$ cat src/rtl/keypad_pkg.sv
// Shared types and constants for the keypad entry slice.
// Holds the debounce FSM state enum and the operand sizing constants.
package keypad_pkg;

    // Debounce FSM states
    typedef enum logic [1:0] {
        IDLE     = 2'd0,
        DEBOUNCE = 2'd1,
        HELD     = 2'd2,
        RELEASE  = 2'd3
    } kp_state_e;

    // Operand sizing
    localparam int OPERAND_W   = 8;
    localparam int OPERAND_MAX = 255;

    // Width of the accumulator arithmetic: operand*BASE + digit
    localparam int ACC_W = 12;

    // Counter width able to hold the larger of two cycle counts
    function automatic int cnt_width(input int a, input int b);
        int m;
        m = (a > b) ? a : b;
        return (m < 2) ? 1 : $clog2(m + 1);
    endfunction

endpackage

$ cat src/rtl/keypad_debounce.sv
// Keypad debounce: 2-flop valid synchroniser, press/release FSM and counter.
// Ports: clk, rst_n, key_value_i[3:0], key_valid_i -> accept_o (1-cycle
// pulse per accepted press), digit_o[3:0] (value of the accepted press).
module keypad_debounce
    import keypad_pkg::*;
#(
    parameter int DEBOUNCE_CYCLES = 50000,
    parameter int RELEASE_CYCLES  = 50000,
    parameter int BASE            = 10
) (
    input  logic       clk,
    input  logic       rst_n,
    input  logic [3:0] key_value_i,
    input  logic       key_valid_i,
    output logic       accept_o,
    output logic [3:0] digit_o
);

    localparam int CNT_W = cnt_width(DEBOUNCE_CYCLES, RELEASE_CYCLES);
    localparam logic [CNT_W-1:0] DEB_LAST = CNT_W'(DEBOUNCE_CYCLES - 1);
    localparam logic [CNT_W-1:0] REL_LAST = CNT_W'(RELEASE_CYCLES - 1);
    localparam logic [4:0]       BASE_L   = 5'(BASE);

    logic             sync1_q;
    logic             sync2_q;
    logic [1:0]       fill_q;
    logic             armed_q;
    logic             armed_d;
    kp_state_e        state_q;
    kp_state_e        state_d;
    logic [CNT_W-1:0] cnt_q;
    logic [CNT_W-1:0] cnt_d;
    logic [3:0]       value_q;
    logic [3:0]       value_d;

    logic valid_s;
    logic same;
    logic digit_ok;
    logic deb_done;
    logic rel_done;
    logic cnt_clr;
    logic cnt_inc;
    logic capture;
    logic accept;

    assign valid_s  = sync2_q;
    assign same     = (key_value_i == value_q);
    assign digit_ok = ({1'b0, key_value_i} < BASE_L);
    assign deb_done = (cnt_q == DEB_LAST);
    assign rel_done = (cnt_q == REL_LAST);

    // Synchroniser. fill_q marks when sync2_q carries a real sample rather
    // than its reset value, so a key held through reset is not seen as a
    // release followed by a fresh press.
    always_ff @(posedge clk or negedge rst_n) begin
        if (!rst_n) begin
            sync1_q <= 1'b0;
            sync2_q <= 1'b0;
            fill_q  <= 2'b00;
        end else begin
            sync1_q <= key_valid_i;
            sync2_q <= sync1_q;
            fill_q  <= {fill_q[0], 1'b1};
        end
    end

    // Armed once a genuine low has been observed after reset
    always_comb begin
        armed_d = armed_q | (fill_q[1] & ~valid_s);
    end

    always_ff @(posedge clk or negedge rst_n) begin
        if (!rst_n) begin
            armed_q <= 1'b0;
        end else begin
            armed_q <= armed_d;
        end
    end

    // State register
    always_ff @(posedge clk or negedge rst_n) begin
        if (!rst_n) begin
            state_q <= IDLE;
        end else begin
            state_q <= state_d;
        end
    end

    // Next-state logic
    always_comb begin
        state_d = state_q;
        unique case (state_q)
            IDLE: begin
                if (armed_q && valid_s && digit_ok) begin
                    state_d = DEBOUNCE;
                end
            end
            DEBOUNCE: begin
                if (!valid_s || !same) begin
                    state_d = IDLE;
                end else if (deb_done) begin
                    state_d = HELD;
                end
            end
            HELD: begin
                if (!valid_s) begin
                    state_d = RELEASE;
                end
            end
            RELEASE: begin
                if (valid_s) begin
                    state_d = HELD;
                end else if (rel_done) begin
                    state_d = IDLE;
                end
            end
            default: state_d = IDLE;
        endcase
    end

    // Output / control decode
    always_comb begin
        cnt_clr = 1'b0;
        cnt_inc = 1'b0;
        capture = 1'b0;
        accept  = 1'b0;
        unique case (state_q)
            IDLE: begin
                cnt_clr = 1'b1;
                capture = 1'b1;
            end
            DEBOUNCE: begin
                accept  = valid_s & same & deb_done;
                cnt_inc = valid_s & same & ~deb_done;
            end
            HELD: begin
                cnt_clr = 1'b1;
            end
            RELEASE: begin
                cnt_inc = ~valid_s & ~rel_done;
            end
            default: begin
                cnt_clr = 1'b1;
            end
        endcase
    end

    // Counter and captured digit
    always_comb begin
        cnt_d   = cnt_q;
        value_d = value_q;
        if (cnt_clr) begin
            cnt_d = '0;
        end else if (cnt_inc) begin
            cnt_d = cnt_q + 1'b1;
        end
        if (capture) begin
            value_d = key_value_i;
        end
    end

    always_ff @(posedge clk or negedge rst_n) begin
        if (!rst_n) begin
            cnt_q   <= '0;
            value_q <= 4'd0;
        end else begin
            cnt_q   <= cnt_d;
            value_q <= value_d;
        end
    end

    assign accept_o = accept;
    assign digit_o  = value_q;

endmodule

$ cat src/rtl/keypad_entry.sv
// Keypad entry: debounces scanner presses and accumulates decimal digits
// into an 8-bit operand, committed to result on enter.
// Ports: clk, rst_n, key_value[3:0], key_valid, clear, enter ->
//   operand[7:0], digit_count[1:0], key_event, overflow, result[7:0],
//   result_valid.
// Optional: KEYPAD_ENTRY_SATURATE_EN makes an overflowing digit saturate
//   the operand to 8'hFF instead of being rejected.
module keypad_entry
    import keypad_pkg::*;
#(
    parameter int DEBOUNCE_CYCLES = 50000,
    parameter int RELEASE_CYCLES  = 50000,
    parameter int MAX_DIGITS      = 3,
    parameter int BASE            = 10
) (
    input  logic                 clk,
    input  logic                 rst_n,
    input  logic [3:0]           key_value,
    input  logic                 key_valid,
    input  logic                 clear,
    input  logic                 enter,
    output logic [OPERAND_W-1:0] operand,
    output logic [1:0]           digit_count,
    output logic                 key_event,
    output logic                 overflow,
    output logic [OPERAND_W-1:0] result,
    output logic                 result_valid
);

    localparam logic [1:0]       DIG_MAX = 2'(MAX_DIGITS);
    localparam logic [ACC_W-1:0] ACC_LIM = ACC_W'(OPERAND_MAX);
    localparam logic [ACC_W-1:0] BASE_W  = ACC_W'(BASE);

    logic       accept;
    logic [3:0] digit;

    logic [OPERAND_W-1:0] operand_q;
    logic [OPERAND_W-1:0] operand_d;
    logic [1:0]           count_q;
    logic [1:0]           count_d;
    logic                 ovf_q;
    logic                 ovf_d;
    logic [OPERAND_W-1:0] result_q;
    logic [OPERAND_W-1:0] result_d;
    logic                 rvalid_q;
    logic                 rvalid_d;
    logic                 kevent_q;
    logic                 kevent_d;

    logic [ACC_W-1:0] next_val;

    keypad_debounce #(
        .DEBOUNCE_CYCLES (DEBOUNCE_CYCLES),
        .RELEASE_CYCLES  (RELEASE_CYCLES),
        .BASE            (BASE)
    ) u_debounce (
        .clk         (clk),
        .rst_n       (rst_n),
        .key_value_i (key_value),
        .key_valid_i (key_valid),
        .accept_o    (accept),
        .digit_o     (digit)
    );

    // Wide enough that 255*BASE + digit never wraps
    always_comb begin
        next_val = ACC_W'(operand_q) * BASE_W + ACC_W'(digit);
    end

    // Accumulate / commit; clear beats enter beats accept
    always_comb begin
        operand_d = operand_q;
        count_d   = count_q;
        ovf_d     = ovf_q;
        result_d  = result_q;
        rvalid_d  = 1'b0;
        kevent_d  = accept;
        if (clear) begin
            operand_d = '0;
            count_d   = 2'd0;
            ovf_d     = 1'b0;
        end else if (enter) begin
            result_d  = operand_q;
            rvalid_d  = 1'b1;
            operand_d = '0;
            count_d   = 2'd0;
            ovf_d     = 1'b0;
        end else if (accept && (count_q != DIG_MAX)) begin
            if (next_val <= ACC_LIM) begin
                operand_d = next_val[OPERAND_W-1:0];
                count_d   = count_q + 2'd1;
            end else begin
                ovf_d = 1'b1;
`ifdef KEYPAD_ENTRY_SATURATE_EN
                operand_d = '1;
                count_d   = count_q + 2'd1;
`else
                operand_d = operand_q;
                count_d   = count_q;
`endif
            end
        end
    end

    always_ff @(posedge clk or negedge rst_n) begin
        if (!rst_n) begin
            operand_q <= '0;
            count_q   <= 2'd0;
            ovf_q     <= 1'b0;
            result_q  <= '0;
            rvalid_q  <= 1'b0;
            kevent_q  <= 1'b0;
        end else begin
            operand_q <= operand_d;
            count_q   <= count_d;
            ovf_q     <= ovf_d;
            result_q  <= result_d;
            rvalid_q  <= rvalid_d;
            kevent_q  <= kevent_d;
        end
    end

    assign operand      = operand_q;
    assign digit_count  = count_q;
    assign key_event    = kevent_q;
    assign overflow     = ovf_q;
    assign result       = result_q;
    assign result_valid = rvalid_q;

endmodule

$ cat config.mk
export PLATFORM = sky130hd
export DESIGN_NAME = keypad_entry
export DESIGN_NICKNAME = d
export VERILOG_FILES = /design/src/rtl/keypad_pkg.sv /design/src/rtl/keypad_debounce.sv /design/src/rtl/keypad_entry.sv
export SDC_FILE = /design/constraint.sdc
export NUM_CORES = 1
export LEC_CHECK = 0
export BUFFER_PORTS_ARGS = -buffer_cell sky130_fd_sc_hd__buf_2
export CELL_PAD_IN_SITES_DETAIL_PLACEMENT = 0
export CELL_PAD_IN_SITES_GLOBAL_PLACEMENT = 1
export CORE_ASPECT_RATIO = 1.1
export CORE_MARGIN = 1
export CORE_UTILIZATION = 45
export CTS_CLUSTER_SIZE = 25
export DETAILED_ROUTE_END_ITERATION = 10
export GPL_TIMING_DRIVEN = 1
export PLACE_DENSITY = 0.83
export SYNTH_ARGS = -nofsm -noshare
export SYNTH_HDL_FRONTEND = slang
export SYNTH_HIERARCHICAL = 1
export SYNTH_SLANG_ARGS = --single-unit
$ cat constraint.sdc
create_clock -name clk -period 6.05 [get_ports clk]
set_input_delay 0 -clock clk [delete_from_list [all_inputs] [get_ports clk]]
set_output_delay 0 -clock clk [all_outputs]
set_load 0.02 [all_outputs]
# After elaboration in Yosys (flattened, before gate mapping)
# Index checks and enable logic that the tools add are counted.
# W data, S select, Z words.
# totals
input_bits,9
register_bits,48
word_cells,81
out_inout_bits,21
# op_classes
n_reduce_logical,15
add_sub_neg,3
eq_ne,11
n_lt_le_gt_ge,2
mul,1
bitwise_logic,9
n_mux,27
# ops
op,count
$mux W16,2
$mux W8,4
$mux W2,10
$add A16 B1 Y16 const B,1
$eq A16 B16 Y1 const B,1
$add A12 B4 Y12,1
$le A12 B8 Y1 const B,1
$mul A8 B3 Y11 const B,1
$mux W1,9
$pmux W2 S4,1
$ne A3 B1 Y1 const B,2
$reduce_and A2 Y1,3
$reduce_bool A3 Y1,2
$and A1 B1 Y1,5
$eq A2 B2 Y1 const B,2
$eq A4 B4 Y1,1
$lt A4 B4 Y1 const B,1
$ne A2 B2 Y1 const B,2
$reduce_and A4 Y1,1
$logic_and A1 B1 Y1,3
$ne A3 B3 Y1 const B,1
$not A1 Y1,3
$add A2 B1 Y2 const B,1
$eq A2 B1 Y1 const B,1
other kinds (8),9

# Longest topological paths before layout
# Gate-level depths: netlist (run 1).
# logic_depth
depth_word,8
depth_mapped,10
depth_no_buf,10

# By module
# Netlist (run 1), hierarchy kept.
# modules_own_cells
mod,area_per_inst_um2,seq_area_each_um2,n_inst,cells_per_inst
keypad_debounce,1371.3,675.6,1,135
keypad_entry,1368.8,525.5,1,125

# Worst setup path after synthesis (run 1)
# OpenSTA, ideal clock, no wires.
# synth_timing
kind,register to register
startpoint,"register operand_q[1], in the netlist operand[1]"
endpoint,"register operand_q[6], in the netlist operand[6]"
t_arrival_ns,2.725
path_buffers,0
period_less_slack_ns,2.850
path_stages_with_launch,11
slack_ns,3.200
required_ns,5.925
path_cell_list,dfrtp_1 -> ha_1 -> ha_1 -> inv_1 -> fa_1 -> xnor2_1 -> nand3b_1 -> nor4_2 -> nand3_1 -> a21o_4 -> mux2_4
# synth_via
elab_chain_cells,6
elab_cells_between_ends,9
classes_between,add/sub (1); mul (1); order compare (1); mux (4); reduce/logical (2)
# synth_lines
item,line,text
"start, declared",keypad_entry.sv:37,logic [OPERAND_W-1:0] operand_q;
"start signal, assigned",keypad_entry.sv:114,operand_q <= operand_d;
$mul A8 B3 Y11 *,keypad_entry.sv:67,next_val = ACC_W'(operand_q) * BASE_W + ACC_W'(digit);
$add A12 B4 Y12 *,keypad_entry.sv:67,
branches (longest 4 deep; another with $le A12 B8 Y1),n/a,
# Mark *: on every way between the ends. The select of a mux whose other input is x is not followed.
# A chain may end at the register's enable or synchronous reset.

# Worst setup path in the final report (run 1)
# Same ends and word-level chain as after synthesis.

==> impl_metrics.prom, run 1 <==
# TYPE chip_impl_metric gauge
chip_impl_metric{name="syn-cell-area",unit="mm2"} 0.00274
chip_impl_metric{name="yosys_register_bits",unit=""} 48
chip_impl_metric{name="routabilityCongestion",unit=""} 0.789
chip_impl_metric{name="rows",unit=""} 29
chip_impl_metric{name="vias",unit=""} 2053
chip_impl_info{name="outcome",value="finished clean"} 1
chip_impl_metric{name="reg_clk_slew_reported_paths",unit="ps"} 90
chip_impl_metric{name="synth-xor-area-share",unit="%"} 4.16
chip_impl_info{name="holdCritPathClass",value="primary input to flop"} 1
chip_impl_metric{name="n_antenna_cell",unit=""} 0
chip_impl_metric{name="detail_route.wirelength",unit="um"} 5380
chip_impl_metric{name="synth_adder_area_share",unit="%"} 9.22
chip_impl_metric{name="drt-wirelength-per-cell",unit="um"} 14.3
chip_impl_metric{name="tightest_slew",unit="ps"} 858
chip_impl_metric{name="synth_cell_type_count",unit=""} 51
chip_impl_metric{name="cts-htree-levels",unit=""} 2
chip_impl_metric{name="drive_above_1_share",unit="%"} 20.4
chip_impl_metric{name="ff2ff_path_depth",unit=""} 10
chip_impl_metric{name="fin_crit_sh",unit="%"} 49.0
chip_impl_info{name="cp-start-kind",value="flop"} 1
chip_impl_info{name="timing.hold.worst_endpoint",value="digit_count[0]"} 1
chip_impl_metric{name="synth_warnings",unit=""} 6
chip_impl_metric{name="clkLatencyLatePin",unit="ps"} 310
chip_impl_metric{name="syn_inst",unit=""} 260
chip_impl_metric{name="syn2layout_area_growth",unit="%"} 15.4
chip_impl_metric{name="clkSinkCount",unit=""} 48
chip_impl_metric{name="grt_first_pass_wirelength",unit="um"} 9180
chip_impl_metric{name="crit_path_max_fanout",unit=""} 6
chip_impl_metric{name="r2r_setup_slack",unit="ps"} 3090
chip_impl_metric{name="synth-seq-area-share",unit="%"} 43.8
chip_impl_metric{name="drv_cap",unit=""} 0
chip_impl_metric{name="post_synth.cell_area_avg",unit="um2"} 10.5
chip_impl_info{name="tritoncts",value="done"} 1
chip_impl_info{name="dominant_combinational_cell_family_by_area_after_synthesis",value="simple AND/OR/NAND/NOR gates"} 1
chip_impl_metric{name="final_design_area_no_fill",unit="mm2"} 0.00316
chip_impl_metric{name="ios",unit=""} 30
chip_impl_info{name="critical_path.reg2reg.endpoint",value="operand[6]"} 1
chip_impl_info{name="regToRegStartpoint",value="operand[1]"} 1
chip_impl_metric{name="final-hold-violation-count",unit=""} 0
chip_impl_info{name="clockRootBuffer",value="sky130_fd_sc_hd__clkbuf_8"} 1
chip_impl_info{name="synth_top_flop_cell",value="sky130_fd_sc_hd__dfrtp_1"} 1
chip_impl_metric{name="synth_mux_area_share",unit="%"} 8.77
chip_impl_metric{name="tns",unit="ps"} 0
chip_impl_metric{name="power_density",unit="mW/mm2"} 237
chip_impl_metric{name="max_freq",unit="MHz"} 338
chip_impl_metric{name="antenna_found_initial",unit=""} 0
chip_impl_metric{name="core_region",unit="mm2"} 0.00581
chip_impl_metric{name="synth.net_count",unit=""} 288
chip_impl_metric{name="final.min_clock_period",unit="ps"} 2960
chip_impl_metric{name="max_slew_margin",unit="%"} 42.7
chip_impl_metric{name="dp_worst_setup_slack",unit="ps"} 3100
chip_impl_metric{name="num-fill-cells",unit=""} 551
chip_impl_info{name="min_from",value="clear"} 1
chip_impl_metric{name="finClkSkew",unit="ps"} 14.4
chip_impl_metric{name="grt_pass1_vias",unit=""} 1933
chip_impl_metric{name="synth_area_in_compound_gates",unit="%"} 12.7
chip_impl_metric{name="asyncSetResetFlopFracSynth",unit="%"} 100
chip_impl_metric{name="detail_route.first_pass.iterations",unit=""} 4
chip_impl_metric{name="maxSlewViolCount",unit=""} 0
chip_impl_metric{name="route.detailed.drc",unit=""} 0
chip_impl_metric{name="hold_path_stages",unit=""} 3
chip_impl_metric{name="placement.io_buffers",unit=""} 29
chip_impl_metric{name="post_synth_and_or_nand_nor_area_fraction",unit="%"} 18.9
chip_impl_info{name="endpoint_kind",value="flop"} 1
chip_impl_metric{name="worst_ep_arrival_time",unit="ps"} 3150
chip_impl_metric{name="critical_path_required",unit="ps"} 6240
chip_impl_info{name="rsz_0062_raised_after_global_routing",value="no"} 1
chip_impl_metric{name="worst_hold_slack",unit="ps"} 22.7
chip_impl_info{name="crit_start",value="operand[1]"} 1
chip_impl_info{name="top_cells_by_area_synth",value="sky130_fd_sc_hd__dfrtp_1 (44%), sky130_fd_sc_hd__ha_1 (7.8%), sky130_fd_sc_hd__mux2_2 (4.9%)"} 1
chip_impl_metric{name="vias_per_instance",unit=""} 5.46
chip_impl_metric{name="die_h",unit="um"} 83.8
chip_impl_metric{name="clk_path_buf_depth",unit=""} 2
chip_impl_metric{name="leakagePower",unit="nW"} 1.47
chip_impl_metric{name="postPlaceCellArea",unit="mm2"} 0.00297
chip_impl_metric{name="max-vdd-ir-drop",unit="mV"} 0.171
chip_impl_metric{name="chipWidth",unit="um"} 76.4
chip_impl_metric{name="drt-initial-drc-count",unit=""} 102
chip_impl_metric{name="num-nets-final",unit=""} 326
chip_impl_metric{name="post-synth-top-area-fraction",unit="%"} 43.8
chip_impl_metric{name="grt_max_degree",unit=""} 49
chip_impl_info{name="crit_path_kind",value="flop to flop"} 1
chip_impl_metric{name="groute.usage.overall",unit="%"} 18.3
chip_impl_metric{name="floorplan.initialDensity",unit="%"} 47.2
chip_impl_metric{name="worst_slack",unit="ps"} 3090
chip_impl_metric{name="post-dp-hpwl",unit="um"} 3870
chip_impl_metric{name="ant_nets",unit=""} 0
chip_impl_metric{name="synth-edff-count",unit=""} 0
chip_impl_metric{name="overflow_left_after_global_routing",unit=""} 0
chip_impl_metric{name="design.die.area",unit="mm2"} 0.00641
chip_impl_info{name="synth.largest_area_cell",value="sky130_fd_sc_hd__dfrtp_1"} 1
chip_impl_metric{name="setup-violations-final",unit=""} 0
chip_impl_metric{name="cts_inserted_buffers",unit=""} 5
-- kinds of logic after synthesis --
logic type                 count (synthesis)
AOI/OAI and AO/OA                         51
muxes                                     22
xor gates and xnor gates                  13
and+or+nand+nor                           92
adders and majority gates                 19
other                                      1
DFF                                       48
buffers and inverters                     14
-- how the worst max path moves through the flow --
stage | to | cells after the start
floorplan | operand[6] | 10
global placement | operand[6] | 10
detailed placement | operand[6] | 10
CTS | operand[6] | 10
global route | operand[6] | 10
finish | operand[6] | 10
-- cells in the final DEF, fill, tap and decap left out, types with 3 or more instances in the layout --
cell type / count
sky130_fd_sc_hd__a21o_1: 4
sky130_fd_sc_hd__a21oi_1: 17
sky130_fd_sc_hd__and3_1: 3
sky130_fd_sc_hd__buf_2: 29
sky130_fd_sc_hd__clkbuf_8: 5
sky130_fd_sc_hd__dfrtp_1: 48
sky130_fd_sc_hd__dlygate4sd3_1: 6
sky130_fd_sc_hd__ha_1: 17
sky130_fd_sc_hd__inv_1: 8
sky130_fd_sc_hd__mux2_2: 12
sky130_fd_sc_hd__mux2i_1: 9
sky130_fd_sc_hd__nand2_1: 28
sky130_fd_sc_hd__nand2b_1: 4
sky130_fd_sc_hd__nand3_1: 8
sky130_fd_sc_hd__nand3b_1: 3
sky130_fd_sc_hd__nor2_1: 10
sky130_fd_sc_hd__nor2b_1: 3
sky130_fd_sc_hd__nor3_1: 3
sky130_fd_sc_hd__nor3b_1: 3
sky130_fd_sc_hd__nor4_1: 3
sky130_fd_sc_hd__o21a_1: 3
sky130_fd_sc_hd__o21ai_0: 8
sky130_fd_sc_hd__o31ai_1: 3
sky130_fd_sc_hd__or2_2: 3
sky130_fd_sc_hd__or3_1: 8
sky130_fd_sc_hd__or4_1: 3
sky130_fd_sc_hd__xnor2_1: 6
sky130_fd_sc_hd__xor2_1: 7
-- sequential cells by signal, indices dropped and copies added (netlist names) --
register,flops
u_debounce/sync2_q,1
operand,8
u_debounce/fill_q,2
u_debounce/state_q,2
key_event,1
digit_count,2
overflow,1
result_valid,1
result,8
u_debounce/sync1_q,1
u_debounce/cnt_q,16
u_debounce/armed_q,1
u_debounce/digit_o,4
-- cell usage after synthesis (2+ instances only) --
master	instances
sky130_fd_sc_hd__or4_1	3
sky130_fd_sc_hd__mux2_2	12
sky130_fd_sc_hd__a21oi_1	17
sky130_fd_sc_hd__or3_1	8
sky130_fd_sc_hd__nand2b_1	4
sky130_fd_sc_hd__a31oi_1	2
sky130_fd_sc_hd__nor4_1	3
sky130_fd_sc_hd__nor3b_1	3
sky130_fd_sc_hd__ha_1	17
sky130_fd_sc_hd__clkbuf_1	4
sky130_fd_sc_hd__and4b_1	2
sky130_fd_sc_hd__o31a_1	2
sky130_fd_sc_hd__and3_1	3
sky130_fd_sc_hd__nor2b_1	3
sky130_fd_sc_hd__or2_2	3
sky130_fd_sc_hd__a21o_1	4
sky130_fd_sc_hd__nand2_1	28
sky130_fd_sc_hd__fa_1	2
sky130_fd_sc_hd__nor3_1	3
sky130_fd_sc_hd__o41ai_1	2
sky130_fd_sc_hd__nor2_1	10
sky130_fd_sc_hd__mux2i_1	9
sky130_fd_sc_hd__nand3b_1	3
sky130_fd_sc_hd__o31ai_1	3
sky130_fd_sc_hd__inv_1	8
sky130_fd_sc_hd__xor2_1	7
sky130_fd_sc_hd__dfrtp_1	48
sky130_fd_sc_hd__o311ai_0	2
sky130_fd_sc_hd__nand4_1	2
sky130_fd_sc_hd__o21a_1	3
sky130_fd_sc_hd__nand3_1	8
sky130_fd_sc_hd__o21ai_0	8
sky130_fd_sc_hd__xnor2_1	6
-- critical path: stages, from the launching register on --
cell and delay [ps]:
sky130_fd_sc_hd__dfrtp_1 460, sky130_fd_sc_hd__ha_1 310, sky130_fd_sc_hd__ha_1 190, sky130_fd_sc_hd__inv_1 60, sky130_fd_sc_hd__fa_1 420, sky130_fd_sc_hd__xnor2_1 230, sky130_fd_sc_hd__nand3b_1 150, sky130_fd_sc_hd__nor4_2 180
sky130_fd_sc_hd__nand3_1 240, sky130_fd_sc_hd__a21o_4 310, sky130_fd_sc_hd__mux2_4 290
-- layer usage --
layer	global-route usage, %	wire length (um)	up-vias
li1	-	-	1026
met1	25.4	2670	988
met3	3.72	191	6
met4	5.77	66	0
met5	0	0	-
met2	28.9	2460	33
-- metrics by stage --
step	power, mW	instances	utilization [%]
after floorplan	0.446	260	-
after global placement	0.474	362	51.1
after detailed placement	0.476	362	51.1
after CTS	0.760	376	54.5
after global routing	0.783	376	54.5
final	0.749	376	54.5
-- power breakdown --
group	switching [mW]	total (mW)	internal (mW)
clock	0.111	0.278	0.166
sequential	0.0286	0.366	0.337
combinational	0.0630	0.105	0.0422
-- repair_timing --
action,CTS,global route
hold buffers,6,0
hold endpoints to repair,53,0
gates resized for setup,0,0
buffers inserted,0,0
-- final cells by class --
type | instances | area, um2 | area share [%]
inverters | 8 | 30.0 | 0.949
repair buffers | 37 | 220 | 6.96
flip-flops and latches | 48 | 1200 | 38.0
clock inverters | 3 | 68.8 | 2.18
clock buffers | 5 | 68.8 | 2.18
multi-input cells | 198 | 1480 | 46.7
well taps | 77 | 96.3 | 3.05
(Power assumes the default switching activity.)
==> inputs of run 2 (changes only) <==
--- a/config.mk
+++ b/config.mk
@@ -10,11 +10,11 @@
 export CELL_PAD_IN_SITES_GLOBAL_PLACEMENT = 1
 export CORE_ASPECT_RATIO = 1.1
 export CORE_MARGIN = 1
-export CORE_UTILIZATION = 45
+export CORE_UTILIZATION = 42
 export CTS_CLUSTER_SIZE = 25
 export DETAILED_ROUTE_END_ITERATION = 10
 export GPL_TIMING_DRIVEN = 1
-export PLACE_DENSITY = 0.83
+export PLACE_DENSITY = 0.81
 export SYNTH_ARGS = -nofsm -noshare
 export SYNTH_HDL_FRONTEND = slang
 export SYNTH_HIERARCHICAL = 1
==> constraint.sdc (replaced) <==
create_clock -name clk -period 2.6 [get_ports clk]
set_input_delay 0 -clock clk [delete_from_list [all_inputs] [get_ports clk]]
set_output_delay 0 -clock clk [all_outputs]
set_load 0.02 [all_outputs]
==> run 2 against run 1 <==
Against the previous run:
- the flow now finishes with violations (setup timing)
- die area grew 7.0%
- worst setup slack lost 3200 ps
- sequential share of layout area shrank 4.1 points
- count of clock-buffer cells in the layout grew 1
- critical endpoint unchanged
- highest routed layer unchanged
==> impl_metrics.prom, run 2 (synthesized netlist as in run 1, its figures left out) <==
# TYPE chip_impl_metric gauge
chip_impl_metric{name="critical_path_required",unit="ps"} 2790
chip_impl_metric{name="cts_inserted_buffers",unit=""} 5
chip_impl_info{name="cp-start-kind",value="flop"} 1
chip_impl_metric{name="die_h",unit="um"} 86.7
chip_impl_info{name="critical_path.reg2reg.endpoint",value="operand[6]"} 1
chip_impl_metric{name="overflow_left_after_global_routing",unit=""} 0
chip_impl_metric{name="worst_hold_slack",unit="ps"} 18.6
chip_impl_info{name="violated_checks",value="setup timing"} 1
chip_impl_metric{name="finClkSkew",unit="ps"} 12.5
chip_impl_metric{name="max_slew_margin",unit="%"} 42.5
chip_impl_metric{name="grt_pass1_vias",unit=""} 2231
chip_impl_metric{name="max_ffs_per_register",unit=""} 16
chip_impl_metric{name="tightest_slew",unit="ps"} 861
chip_impl_info{name="timing.hold.worst_endpoint",value="digit_count[0]"} 1
chip_impl_metric{name="route.detailed.drc",unit=""} 0
chip_impl_metric{name="final_core_utilization",unit="%"} 57.0
chip_impl_metric{name="antenna_found_initial",unit=""} 0
chip_impl_metric{name="dp_worst_setup_slack",unit="ps"} -126
chip_impl_metric{name="detail_route.first_pass.iterations",unit=""} 4
chip_impl_info{name="outcome",value="complete, but fails checks"} 1
chip_impl_metric{name="clkLatencyLatePin",unit="ps"} 310
chip_impl_metric{name="routabilityCongestion",unit=""} 0.829
chip_impl_metric{name="design.die.area",unit="mm2"} 0.00685
chip_impl_metric{name="chipWidth",unit="um"} 79.0
chip_impl_metric{name="drv_cap",unit=""} 0
chip_impl_info{name="most-common-layout-cells",value="sky130_fd_sc_hd__dfrtp_1 (45), sky130_fd_sc_hd__buf_4 (36), sky130_fd_sc_hd__buf_2 (29)"} 1
chip_impl_metric{name="leakagePower",unit="nW"} 1.66
chip_impl_metric{name="num-fill-cells",unit=""} 557
chip_impl_metric{name="worst_ep_arrival_time",unit="ps"} 2910
chip_impl_metric{name="hold_path_stages",unit=""} 3
chip_impl_metric{name="clkSinkCount",unit=""} 48
chip_impl_metric{name="setup-violations-final",unit=""} 11
chip_impl_metric{name="final.min_clock_period",unit="ps"} 2720
chip_impl_metric{name="rows",unit=""} 30
chip_impl_metric{name="floorplan.initialDensity",unit="%"} 44.0
chip_impl_info{name="crit_start",value="operand[3]"} 1
chip_impl_info{name="crit_path_kind",value="flop to flop"} 1
chip_impl_metric{name="cts-htree-levels",unit=""} 2
chip_impl_metric{name="postPlaceCellArea",unit="mm2"} 0.00324
chip_impl_metric{name="max_freq",unit="MHz"} 367
chip_impl_metric{name="n_antenna_cell",unit=""} 0
chip_impl_metric{name="power_density",unit="mW/mm2"} 483
chip_impl_metric{name="num-nets-final",unit=""} 362
chip_impl_metric{name="grt_first_pass_wirelength",unit="um"} 10200
chip_impl_info{name="clockRootBuffer",value="sky130_fd_sc_hd__clkbuf_8"} 1
chip_impl_metric{name="max-vdd-ir-drop",unit="mV"} 0.442
chip_impl_metric{name="ios",unit=""} 30
chip_impl_metric{name="tns",unit="ps"} -686
chip_impl_metric{name="crit_path_max_fanout",unit=""} 4
chip_impl_metric{name="groute.usage.overall",unit="%"} 19.2
chip_impl_info{name="regToRegStartpoint",value="operand[3]"} 1
chip_impl_metric{name="ant_nets",unit=""} 0
chip_impl_info{name="holdCritPathClass",value="primary input to flop"} 1
chip_impl_info{name="min_from",value="clear"} 1
chip_impl_metric{name="drive_above_1_share",unit="%"} 34.0
chip_impl_metric{name="final-hold-violation-count",unit=""} 0
chip_impl_metric{name="reg_clk_slew_reported_paths",unit="ps"} 90
chip_impl_info{name="rsz_0062_raised_after_global_routing",value="yes"} 1
chip_impl_metric{name="placement.io_buffers",unit=""} 29
chip_impl_metric{name="maxSlewViolCount",unit=""} 0
chip_impl_metric{name="vias_per_instance",unit=""} 5.42
chip_impl_metric{name="r2r_setup_slack",unit="ps"} -120
chip_impl_metric{name="vias",unit=""} 2251
chip_impl_info{name="endpoint_kind",value="flop"} 1
chip_impl_metric{name="fin_crit_sh",unit="%"} 105
chip_impl_metric{name="grt_max_degree",unit=""} 26
chip_impl_info{name="top_reg_by_flops",value="u_debounce/cnt_q"} 1
chip_impl_info{name="mostFrequentLayoutCell",value="sky130_fd_sc_hd__dfrtp_1"} 1
chip_impl_metric{name="clk_path_buf_depth",unit=""} 2
chip_impl_metric{name="detail_route.wirelength",unit="um"} 6110
chip_impl_metric{name="post-dp-hpwl",unit="um"} 4380
chip_impl_info{name="tritoncts",value="done"} 1
chip_impl_metric{name="final_design_area_no_fill",unit="mm2"} 0.00355
chip_impl_metric{name="core_region",unit="mm2"} 0.00623
chip_impl_metric{name="drt-initial-drc-count",unit=""} 102
chip_impl_metric{name="worst_slack",unit="ps"} -121
chip_impl_metric{name="drt-wirelength-per-cell",unit="um"} 14.7
chip_impl_metric{name="ff2ff_path_depth",unit=""} 10
chip_impl_metric{name="syn2layout_area_growth",unit="%"} 29.7
## run 2: cell count changes in the layout (fill, tap and decap cells not counted), moves of 2 or more
cell                      previous run  this run
sky130_fd_sc_hd__dfrtp_2             0         3
sky130_fd_sc_hd__ha_4                0         3
sky130_fd_sc_hd__ha_1               17        14
sky130_fd_sc_hd__dfrtp_1            48        45
sky130_fd_sc_hd__buf_4               2        36
sky130_fd_sc_hd__buf_6               0         2
sky130_fd_sc_hd__a21oi_2             1         4
sky130_fd_sc_hd__a21oi_1            17        14
## run 2: worst max path at each step
stage	end	slack, ps	cells after the start
after floorplan	operand[6]	-130	9
after global placement	operand[6]	-30	8
after detailed placement	overflow	-130	11
after CTS	operand[6]	-70	10
after global routing	operand[1]	-220	8
final	operand[6]	-120	10
## run 2: timing repair
item                                    in CTS  in global routing
hold buffers                                 6                  0
hold endpoints to repair                    29                  0
endpoints found under the setup margin      11                 11
pin swaps                                    5                  4
buffers inserted                             4                  1
gates resized for setup                     11                  5
## run 2: per-stage QoR
| step | std cells | total power, mW |
|---|---|---|
| floorplan | 260 | 1.04 |
| global placement | 396 | 1.14 |
| detailed placement | 396 | 1.15 |
| CTS | 414 | 1.73 |
| global route | 415 | 1.79 |
| finish | 415 | 1.72 |
## run 2: cell type report
| class | count | area [um2] | share of cell area [%] |
|---|---|---|---|
| Inverter | 8 | 30.0 | 0.845 |
| Timing Repair Buffer | 73 | 498 | 14.0 |
| Multi-Input combinational cell | 198 | 1600 | 45.0 |
| Tap cell | 80 | 100 | 2.82 |
| Clock buffer | 6 | 82.6 | 2.32 |
| Clock inverter | 2 | 38.8 | 1.09 |
| Sequential cell | 48 | 1200 | 33.9 |
## run 2: critical path, cell delays in order, from the launching register on
cell,delay (ps)
sky130_fd_sc_hd__dfrtp_2,450
sky130_fd_sc_hd__ha_4,290
sky130_fd_sc_hd__ha_4,130
sky130_fd_sc_hd__inv_2,40
sky130_fd_sc_hd__fa_2,390
sky130_fd_sc_hd__xnor2_2,160
sky130_fd_sc_hd__nand3b_1,160
sky130_fd_sc_hd__nor4_4,270
sky130_fd_sc_hd__nand3_4,170
sky130_fd_sc_hd__a21o_4,260
sky130_fd_sc_hd__mux2_4,290
## run 2: power by group
| part | total [mW] | switching, mW | internal (mW) |
|---|---|---|---|
| Clock | 0.579 | 0.264 | 0.315 |
| Sequential | 0.815 | 0.0301 | 0.785 |
| Combinational | 0.321 | 0.191 | 0.130 |
## run 2: metal layers
metal  vias to the layer above  GRT usage (%)  routed length, um
met5                         -              0                  0
met4                         0           5.45                 78
met3                         8           3.47                255
met2                        41           34.7               3070
met1                      1103           23.3               2700
li1                       1099              -                  -
